$ cat config.mk
export PLATFORM = sky130hd
export DESIGN_NAME = pipeline_fetch
export DESIGN_NICKNAME = d
export VERILOG_FILES = /design/src/rtl/pipeline_fetch_pkg.sv /design/src/rtl/pipeline_fetch.sv
export SDC_FILE = /design/constraint.sdc
export NUM_CORES = 1
export LEC_CHECK = 0
export BUFFER_PORTS_ARGS = -buffer_cell sky130_fd_sc_hd__buf_2
export CORE_MARGIN = 8
export CORE_UTILIZATION = 45
export CTS_CLUSTER_DIAMETER = 50
export DETAILED_ROUTE_END_ITERATION = 16
export PLACE_DENSITY = 0.8
export REMOVE_ABC_BUFFERS = 1
export SLEW_MARGIN = 20
export SYNTH_ARGS = -nofsm -noshare
export SYNTH_HDL_FRONTEND = slang
export SYNTH_SLANG_ARGS = --single-unit
$ cat constraint.sdc
create_clock -name clk -period 4.6 [get_ports clk]
set_clock_uncertainty 0.05 [all_clocks]
set_input_delay 0.23 -clock clk [delete_from_list [all_inputs] [get_ports clk]]
set_output_delay 0.23 -clock clk [all_outputs]
set_load 0.05 [all_outputs]
$ cat src/rtl/pipeline_fetch_pkg.sv
// Shared constants and types for the instruction-fetch stage.
// Provides default widths, PC step, reset PC, the bubble instruction and the update-action enum.
package pipeline_defs;

    localparam int          ADDR_W    = 32;
    localparam int          INSTR_W   = 32;
    localparam int          PC_STEP   = 4;
    localparam logic [31:0] PC_RESET  = 32'h0000_0000;
    localparam logic [31:0] NOP_INSTR = 32'h0000_0000;

    // What the IF stage does at the next clock edge, highest priority first.
    typedef enum logic [1:0] {
        UPD_REDIRECT,
        UPD_STALL,
        UPD_BUBBLE,
        UPD_ISSUE
    } upd_e;

endpackage

$ cat src/rtl/pipeline_fetch.sv
// IF stage: owns the PC, drives a 1-cycle-latency instruction ROM and registers the IF/ID bundle.
// Ports: clk, rst_n (sync, active low), run, stall, redirect_valid/redirect_pc in;
//        imem_en/imem_addr out, imem_rdata in; id_valid/id_pc/id_pc4/id_instr out.
module pipeline_fetch #(
    parameter int                ADDR_W   = 32,
    parameter int                INSTR_W  = 32,
    parameter logic [ADDR_W-1:0] PC_RESET = '0
) (
    input  logic               clk,
    input  logic               rst_n,
    input  logic               run,
    input  logic               stall,
    input  logic               redirect_valid,
    input  logic [ADDR_W-1:0]  redirect_pc,
    output logic               imem_en,
    output logic [ADDR_W-1:0]  imem_addr,
    input  logic [INSTR_W-1:0] imem_rdata,
    output logic               id_valid,
    output logic [ADDR_W-1:0]  id_pc,
    output logic [ADDR_W-1:0]  id_pc4,
    output logic [INSTR_W-1:0] id_instr
);

    import pipeline_defs::*;

    localparam logic [ADDR_W-1:0] STEP = ADDR_W'(PC_STEP);

    logic [ADDR_W-1:0]  pc_q, pc_d;
    logic               id_valid_q, id_valid_d;
    logic [ADDR_W-1:0]  id_pc_q, id_pc_d;
    logic [ADDR_W-1:0]  id_pc4_q, id_pc4_d;
    logic               hold_v_q, hold_v_d;
    logic [INSTR_W-1:0] hold_instr_q, hold_instr_d;
    upd_e               upd;

    function automatic logic [ADDR_W-1:0] pc_next(
        input upd_e              u,
        input logic [ADDR_W-1:0] pc,
        input logic [ADDR_W-1:0] tgt
    );
        logic [ADDR_W-1:0] r;
        r = pc;
        unique case (u)
            UPD_REDIRECT: r = tgt & ~ADDR_W'(3);
            UPD_ISSUE:    r = pc + STEP;
            default:      r = pc;
        endcase
        return r;
    endfunction

    // Overlapping conditions resolve in order: redirect > stall > run=0.
    always_comb begin
        upd = UPD_ISSUE;
        priority case (1'b1)
            redirect_valid: upd = UPD_REDIRECT;
            stall:          upd = UPD_STALL;
            !run:           upd = UPD_BUBBLE;
            default:        upd = UPD_ISSUE;
        endcase
    end

    always_comb begin
        pc_d         = pc_next(upd, pc_q, redirect_pc);
        id_valid_d   = id_valid_q;
        id_pc_d      = id_pc_q;
        id_pc4_d     = id_pc4_q;
        hold_v_d     = hold_v_q;
        hold_instr_d = hold_instr_q;
        unique case (upd)
            UPD_REDIRECT: begin
                id_valid_d = 1'b0;
                hold_v_d   = 1'b0;
            end
            UPD_STALL: begin
                // ROM data is only valid for one cycle; keep it until release.
                if (!hold_v_q) begin
                    hold_v_d     = 1'b1;
                    hold_instr_d = imem_rdata;
                end
            end
            UPD_BUBBLE: begin
                id_valid_d = 1'b0;
                hold_v_d   = 1'b0;
            end
            UPD_ISSUE: begin
                id_valid_d = 1'b1;
                id_pc_d    = pc_q;
                id_pc4_d   = pc_q + STEP;
                hold_v_d   = 1'b0;
            end
            default: ;
        endcase
    end

    always_ff @(posedge clk) begin
        if (!rst_n) begin
            pc_q         <= PC_RESET;
            id_valid_q   <= 1'b0;
            id_pc_q      <= '0;
            id_pc4_q     <= '0;
            hold_v_q     <= 1'b0;
            hold_instr_q <= '0;
        end else begin
            pc_q         <= pc_d;
            id_valid_q   <= id_valid_d;
            id_pc_q      <= id_pc_d;
            id_pc4_q     <= id_pc4_d;
            hold_v_q     <= hold_v_d;
            hold_instr_q <= hold_instr_d;
        end
    end

    assign imem_en   = rst_n && (upd == UPD_ISSUE);
    assign imem_addr = pc_q;
    assign id_valid  = id_valid_q;
    assign id_pc     = id_pc_q;
    assign id_pc4    = id_pc4_q;

    // Bubbles present the NOP so stale ROM output never leaks into decode.
    assign id_instr = !id_valid_q ? INSTR_W'(NOP_INSTR)
                    : hold_v_q    ? hold_instr_q
                    :               imem_rdata;

endmodule
* Word-level counts from Yosys, hierarchy flattened
Index checks and enable logic that the tools add are counted.
** Storage, ports and cells
- Flip-flop bits (word level) :: 130
- Bits of input ports :: 69
- Output and inout port bits :: 130
- Logic and storage cells :: 24
** Operators by class
- $add $sub $neg :: 1
- Equal/unequal tests :: 3
- Mux-type cells :: 8
- Reduce and logical (&&, ||, !) cells :: 6
** Operators by type and width (count)
- two-way mux 32 bit :: 2
- one-hot mux 32 bit (2 select lines) :: 1
- adder 32 x 3 -> 32 bit, second input constant :: 1
- equality test 2 bit, second input constant :: 2
- two-way mux 2 bit :: 2
- one-hot mux 1 bit (2 select lines) :: 2
- nonzero test 2 bit :: 2
- OR reduction 3 bit :: 1
- equality test 2 x 1 -> 1 bit, second input constant :: 1
- logical NOT 2 bit :: 1
- OR reduction 2 bit :: 1
- logical AND 1 bit :: 1
- two-way mux 1 bit :: 1

* Longest topological paths before layout
Gate-level depths: netlist of the first run.
- Depth in word-level cells :: 6
- Depth in mapped cells :: 9
- Gate-level depth less buffers :: 8

* Worst setup path after synthesis of the first run
Ideal clock, no wire load.
- Path type :: reg-to-reg
- Start point :: register pc_q[2], in the netlist imem_addr[2]
- End point :: register pc_q[18], in the netlist imem_addr[18]
- Setup time :: 0.074 ns
- Data arrival time :: 2.335 ns
- Data required time :: 4.476 ns
- Setup slack :: 2.141 ns
- Cell stages (with the launch flop) :: 7
- Path buffers :: 0
- Clock period less this slack :: 2.459 ns
- Cell sequence :: dfxtp_1 ha_1 nand2_1 nor4_4 nand3_2 or3_1 a31oi_1
** Between the ends
- Word-level cells in the longest chain between the ends :: 2
** RTL lines
- start: declaration :: line pipeline_fetch.sv:28 : logic [ADDR_W-1:0] pc_q, pc_d;
- start signal: assignment :: line pipeline_fetch.sv:104 : pc_q <= pc_d;
- adder 32 x 3 -> 32 bit :: line pipeline_fetch.sv:45 : UPD_ISSUE: r = pc + STEP;
- one-hot mux 32 bit (2 select lines) :: line pipeline_fetch.sv:43 : unique case (u)
No other way between the ends.
A chain may end at the register's enable or synchronous reset.

* Worst setup path after layout of the first run
- Start point :: register pc_q[2], in the netlist imem_addr[2]
- End point :: register pc_q[20], in the netlist imem_addr[20]
Same word-level chain as after synthesis.

==> results_dict.tcl, run 1 <==
set metrics [dict create \
    status "complete, no violations" \
    first_global_vias 5564 \
    fillerInstances 1135 \
    htreeDepth 4 \
    synth_edf_count 0 \
    core-area_um2 13100 \
    route.detailed.drc 0 \
    routed_via_density 5.27 \
    synthArstFlopShare 0 \
    period_needed_ps 2530 \
    cts_tree "done" \
    route.met2.wl_mm 8.10 \
    seq_area_frac_synth 0.413 \
    finalNonFillerCells 1093 \
    finalWorstSetupSlack_ps 2070 \
    min_path_cells 3 \
    diodes 0 \
    ys_top_cells_by_count "124 x dfxtp_1, 93 x nand2_1, 85 x a21oi_1, 72 x nor2_1, 63 x mux2i_1" \
    ys_top_cells_by_area "dfxtp_1 41%, mux2i_1 10%, a21oi_1 7.1%, nand2_1 5.8%, nor2_1 4.5%" \
    grtUsageTotal 0.199 \
    hold_violations 0 \
    worst_slew_pin_slew_ps 1010 \
    min_path_type "input port to register" \
    ant_nets 0 \
    dr_wl_met3_mm 1.71 \
    overflow 0 \
    via_count 5759 \
    r2r-end "imem_addr[20]" \
    cts_setup_buffers 0 \
    synth.most_common_cell "dfxtp_1" \
    fp-row-count 42 \
    io_pins 199 \
    rr_worst_depth 6 \
    dp.cells 1037 \
    drt-wirelength-per-cell_um 16.1 \
    firstDrtPassIters 4 \
    grt_max_degree 91 \
    startpoint "imem_addr[2]" \
    regArea_um2 2480 \
    die_y_um 132 \
    avgSynthCellArea_um2 8.21 \
    hpwlAfterDp_mm 11.4 \
    antenna_found_initial 0 \
    place_ws_ps 2110 \
    endpoint_kind "register" \
    nets 975 \
    numCtsBuffers 17 \
    slew-limit-headroom 0.328 \
    worstPathRequired_ps 4880 \
    slew_violations 0 \
    drive_above_1_share 0.270 \
    drtIter0Drc 330 \
    ys_types 44 \
    path_clk_slew_ps 60 \
    grt_pass1_wl_mm 28.6 \
    io_buffer_count 190 \
    vdd_ir_drop_max_v 0.000259 \
    dieWidth_um 132 \
    synth.largest_area_cell "dfxtp_1" \
    start_kind "register" \
    synth_flop_cell "dfxtp_1" \
    post-route-period-util 0.550 \
    start_util 0.458 \
    met1_length_mm 7.49 \
    drv_cap 0 \
    root_buffer "clkbuf_16" \
    synth_top_area_frac 0.413 \
    synth.ff_latch_count 124 \
    r2r_start "imem_addr[2]" \
    max-clock-path-buffers 2 \
    crit_end "imem_addr[20]" \
    gp_congestion 0.817 \
    setup_tns_ps 0 \
    fmax_mhz 395 \
    yosysWarnings 0 \
    final-setup-viol-count 0 \
    power.density_nw_per_um2 386 \
    clock_latency_ps 420 \
    worstSetupPathType "register to register" \
    multi_input_area_um2 3230 \
    routed_wl_mm 17.6 \
    cts.sinks 124 \
    path_max_fanout 10 \
    die-area_um2 17300 \
    areaGrowthSynthToFinish_pct 29.6 \
    r2r_setup_slack_ps 2070 \
    leakage_uw 0.00333 \
    grt_setup_unrepaired "no" \
    netlist_instances 733 \
    worstPathArrival_ps 2810 \
    highest_layer "met4" \
    synth_area_um2 6010 \
]
[layout make-up]
class	instances	area share
clock buffers	17	0.0546
clock inverters	15	0.0223
inverters	6	0.00305
multi-input cells	535	0.415
flip-flops and latches	124	0.319
well taps	176	0.0283
repair buffers	220	0.159
[routing by layer]
layer,GRT usage,vias up
met5,0,-
met4,0.0817,0
met3,0.0854,24
met2,0.317,233
met1,0.230,2641
li1,-,2861
[cells in the final DEF, fill, tap and decap left out, types with 24 or more instances in the layout]
master and count:
dlygate4sd3_1 24, a21oi_1 85, nor2_1 71, dfxtp_1 123, nand2_1 93, buf_2 190, mux2i_1 63, a22oi_1 26
nor2b_1 33, o21ai_0 31
[flip-flops by register name, summed over array words and instances (netlist names)]
register      flops
id_valid          1
id_pc            30
hold_v_q          1
imem_addr        30
hold_instr_q     32
id_pc4           30
[worst max-delay path, cell delays in order (launching register included)]
cell and delay (ps):
dfxtp_1 400, ha_1 280, nand2_1 240, nor4_4 760, nand2_2 160, or3_1 380
a31oi_1 170
[how the worst min path moves through the flow]
stage	start	to	slack, ps
after CTS	imem_rdata[1]	hold_instr_q[1]	0.7
after detailed placement	hold_instr_q[31]	hold_instr_q[31]	400
after global placement	hold_instr_q[26]	hold_instr_q[26]	390
final	imem_rdata[28]	hold_instr_q[28]	20
after floorplan	rst_n	hold_v_q	300
after global routing	imem_rdata[1]	hold_instr_q[1]	20
[per-stage QoR]
stage                util  total power, µW  hold WS, ps  instance area (µm²)
floorplan               -             1520          302                 5720
global placement    0.529             1650          392                 6950
detailed placement  0.529             1660          396                 6950
CTS                 0.593             3040        0.695                 7790
global route        0.593             3130         15.3                 7790
finish              0.593             3010         23.6                 7790
[cell families (layout without fill, tap and decap cells)]
kind of cell	count (synthesis)	in the layout	synth area share
multiplexers	70	70	0.118
AND/OR/NAND/NOR	269	269	0.217
XOR/XNOR	27	27	0.0393
other	1	6	0.000623
flip-flops	124	124	0.413
adder cells (fa/ha/maj)	2	2	0.00416
buffers and inverters	79	258	0.0562
AO/OA/AOI/OAI	161	161	0.152
[what timing repair did]
action | 4_1_cts | 5_1_grt
gates resized for setup | 0 | 0
hold buffers | 24 | 0
endpoints found under the hold margin | 24 | 0
[power breakdown]
part | total (µW) | internal (µW) | leakage [µW] | switching [µW]
Combinational | 468 | 148 | 0.00203 | 320
Sequential | 1190 | 1130 | 0.00101 | 63.4
Clock | 1350 | 850 | 0.000293 | 501
Total | 3010 | 2120 | 0.00333 | 885
No activity file was read; power rests on OpenSTA's default activity.
==> run 2, diff against run 1 <==
--- a/config.mk
+++ b/config.mk
@@ -10,7 +10,7 @@
 export CORE_UTILIZATION = 45
 export CTS_CLUSTER_DIAMETER = 50
 export DETAILED_ROUTE_END_ITERATION = 16
-export PLACE_DENSITY = 0.8
+export PLACE_DENSITY = 0.83
 export REMOVE_ABC_BUFFERS = 1
 export SLEW_MARGIN = 20
 export SYNTH_ARGS = -nofsm -noshare
==> constraint.sdc (replaced) <==
create_clock -name clk -period 2.3 [get_ports clk]
set_clock_uncertainty 0.05 [all_clocks]
set_input_delay 0.115 -clock clk [delete_from_list [all_inputs] [get_ports clk]]
set_output_delay 0.115 -clock clk [all_outputs]
set_load 0.05 [all_outputs]
==> results_dict.tcl, run 2 (synthesis results as in run 1) <==
set metrics [dict create \
    r2r_setup_slack_ps 140 \
    ant_nets 0 \
    gr-usage-met1 0.248 \
    via_count 6128 \
    final_cell_mix "190 x buf_2, 123 x dfxtp_1, 93 x nand2_1, 85 x a21oi_1, 71 x nor2_1" \
    vdd_ir_drop_max_v 0.000457 \
    max-clock-path-buffers 2 \
    nets 1036 \
    power.density_nw_per_um2 744 \
    gp_congestion 0.834 \
    finalNonFillerCells 1154 \
    clock_latency_ps 420 \
    timing.hold.ws_ps 27.4 \
    finalWorstSetupSlack_ps 135 \
    path_cells "ha_1 > nand2_1 > nor4_4 > buf_4 > nand3_2 > or3_1 > a31oi_1" \
    min_path_cells 3 \
    antenna_found_initial 0 \
    crit_path_top_delay_cell "dfxtp_1" \
    whs_endpoint "imem_addr[6]" \
    drv_cap 0 \
    routed_via_density 5.31 \
    fillerInstances 1037 \
    final-setup-viol-count 0 \
    io_pins 199 \
    largest_register "hold_instr_q" \
    crit_cells 7 \
    fmax_mhz 462 \
    worst_slew_pin_slew_ps 599 \
    grt_pass1_wl_mm 31.1 \
    io_buffer_count 190 \
    grt_setup_unrepaired "no" \
    largest_reg_flops 32 \
    hpwlAfterDp_mm 12.6 \
    endpoint_kind "register" \
    htreeDepth 4 \
    min_path_type "input port to register" \
    use_met2 0.363 \
    grtUsageTotal 0.216 \
    drt-wirelength-per-cell_um 16.8 \
    worstPathArrival_ps 2450 \
    die-area_um2 17300 \
    diodes 0 \
    min_from "redirect_pc[6]" \
    cts_setup_buffers 0 \
    start_util 0.458 \
    status "complete, no violations" \
    cp_slowest_stage_delay_ps 400 \
    areaGrowthSynthToFinish_pct 39.8 \
    core-area_um2 13100 \
    overflow 0 \
    route.detailed.drc 0 \
    root_buffer "clkbuf_16" \
    final_common_cell "buf_2" \
    busiest_layer "met2" \
    routed_wl_mm 19.3 \
    path_max_fanout 10 \
    drive_above_1_share 0.283 \
    die_y_um 132 \
    slew_violations 0 \
    grt_max_degree 64 \
    dieWidth_um 132 \
    first_global_vias 6032 \
    worstPathRequired_ps 2590 \
    dp.cells 1064 \
    period_needed_ps 2160 \
    rr_worst_depth 7 \
    fp-row-count 42 \
    r2r_start "imem_addr[2]" \
    critPathTopFamily "simple AND/OR/NAND/NOR gates" \
    drtIter0Drc 408 \
    firstDrtPassIters 7 \
    hold_violations 0 \
    numCtsBuffers 17 \
    slew-limit-headroom 0.601 \
    place_ws_ps 154 \
    r2r-end "imem_addr[18]" \
    leakage_uw 0.00362 \
    use_met3 0.0800 \
    design_area_um2 8410 \
    cp_num_buf_inv 1 \
    cts_tree "done" \
    post-route-period-util 0.941 \
    start_kind "register" \
    cts.sinks 124 \
    place_area_um2 7180 \
    worstSetupPathType "register to register" \
    path_clk_slew_ps 60 \
]
-- run 2: changes by cell type in the layout (fill, tap and decap cells not counted), moves of 2 or more --
cell | previous run | this run
buf_12 | 0 | 2
buf_4 | 6 | 31
clkinv_2 | 6 | 3
clkinv_4 | 4 | 2
clkinvlp_4 | 2 | 5
dlygate4sd3_1 | 24 | 58
-- run 2: timing repair --
action	4_1_cts	5_1_grt
hold buffers	58	0
endpoints found under the hold margin	58	0
setup endpoints to repair	0	2
gates resized for setup	0	2
-- run 2: how the worst max path moves through the flow --
stage / from / endpoint / slack (ps)
final: imem_addr[2] / imem_addr[18] / 140
after CTS: imem_addr[2] / imem_addr[26] / 130
after detailed placement: imem_addr[2] / imem_addr[26] / 150
after global routing: imem_addr[2] / imem_addr[18] / 20
after global placement: imem_addr[2] / imem_addr[26] / 210
after floorplan: stall / imem_addr[29] / -2110
-- run 2: power by group --
group / switching [µW] / internal, µW / total, µW
combinational: 702 / 367 / 1070
clock: 996 / 1840 / 2840
sequential: 99.1 / 2250 / 2350
-- run 2: final cells by class --
class	instances	area (µm²)	share of cell area
Clock buffer	18	439	0.0522
Multi-Input combinational cell	535	3240	0.386
Sequential cell	124	2480	0.295
Inverter	6	23.8	0.00283
Clock inverter	14	194	0.0231
Tap cell	176	220	0.0262
Timing Repair Buffer	281	1800	0.215
-- run 2: per-layer routing --
| metal | part of all wire | wire, µm |
|---|---|---|
| met1 | 0.42 | 8180 |
| met3 | 0.089 | 1710 |
| met5 | 0 | 0 |
| met4 | 0.015 | 288 |
| met2 | 0.47 | 9170 |
-- run 2: worst register-to-register path, delay by kind of cell (launching register included) --
kind            cells  cell delay (ps)
simple gates        4              970
flops               1              400
fa+ha+maj           1              290
buf+inv             1              230
compound gates      1              160
-- run 2: stage by stage --
stage / utilization / power, µW / setup TNS [ps]
after detailed placement: 0.547 / 3370 / 0
final: 0.640 / 6260 / 0
after floorplan: - / 3040 / -110860
after CTS: 0.639 / 6290 / 0
after global placement: 0.547 / 3350 / 0
after global routing: 0.640 / 6500 / 0
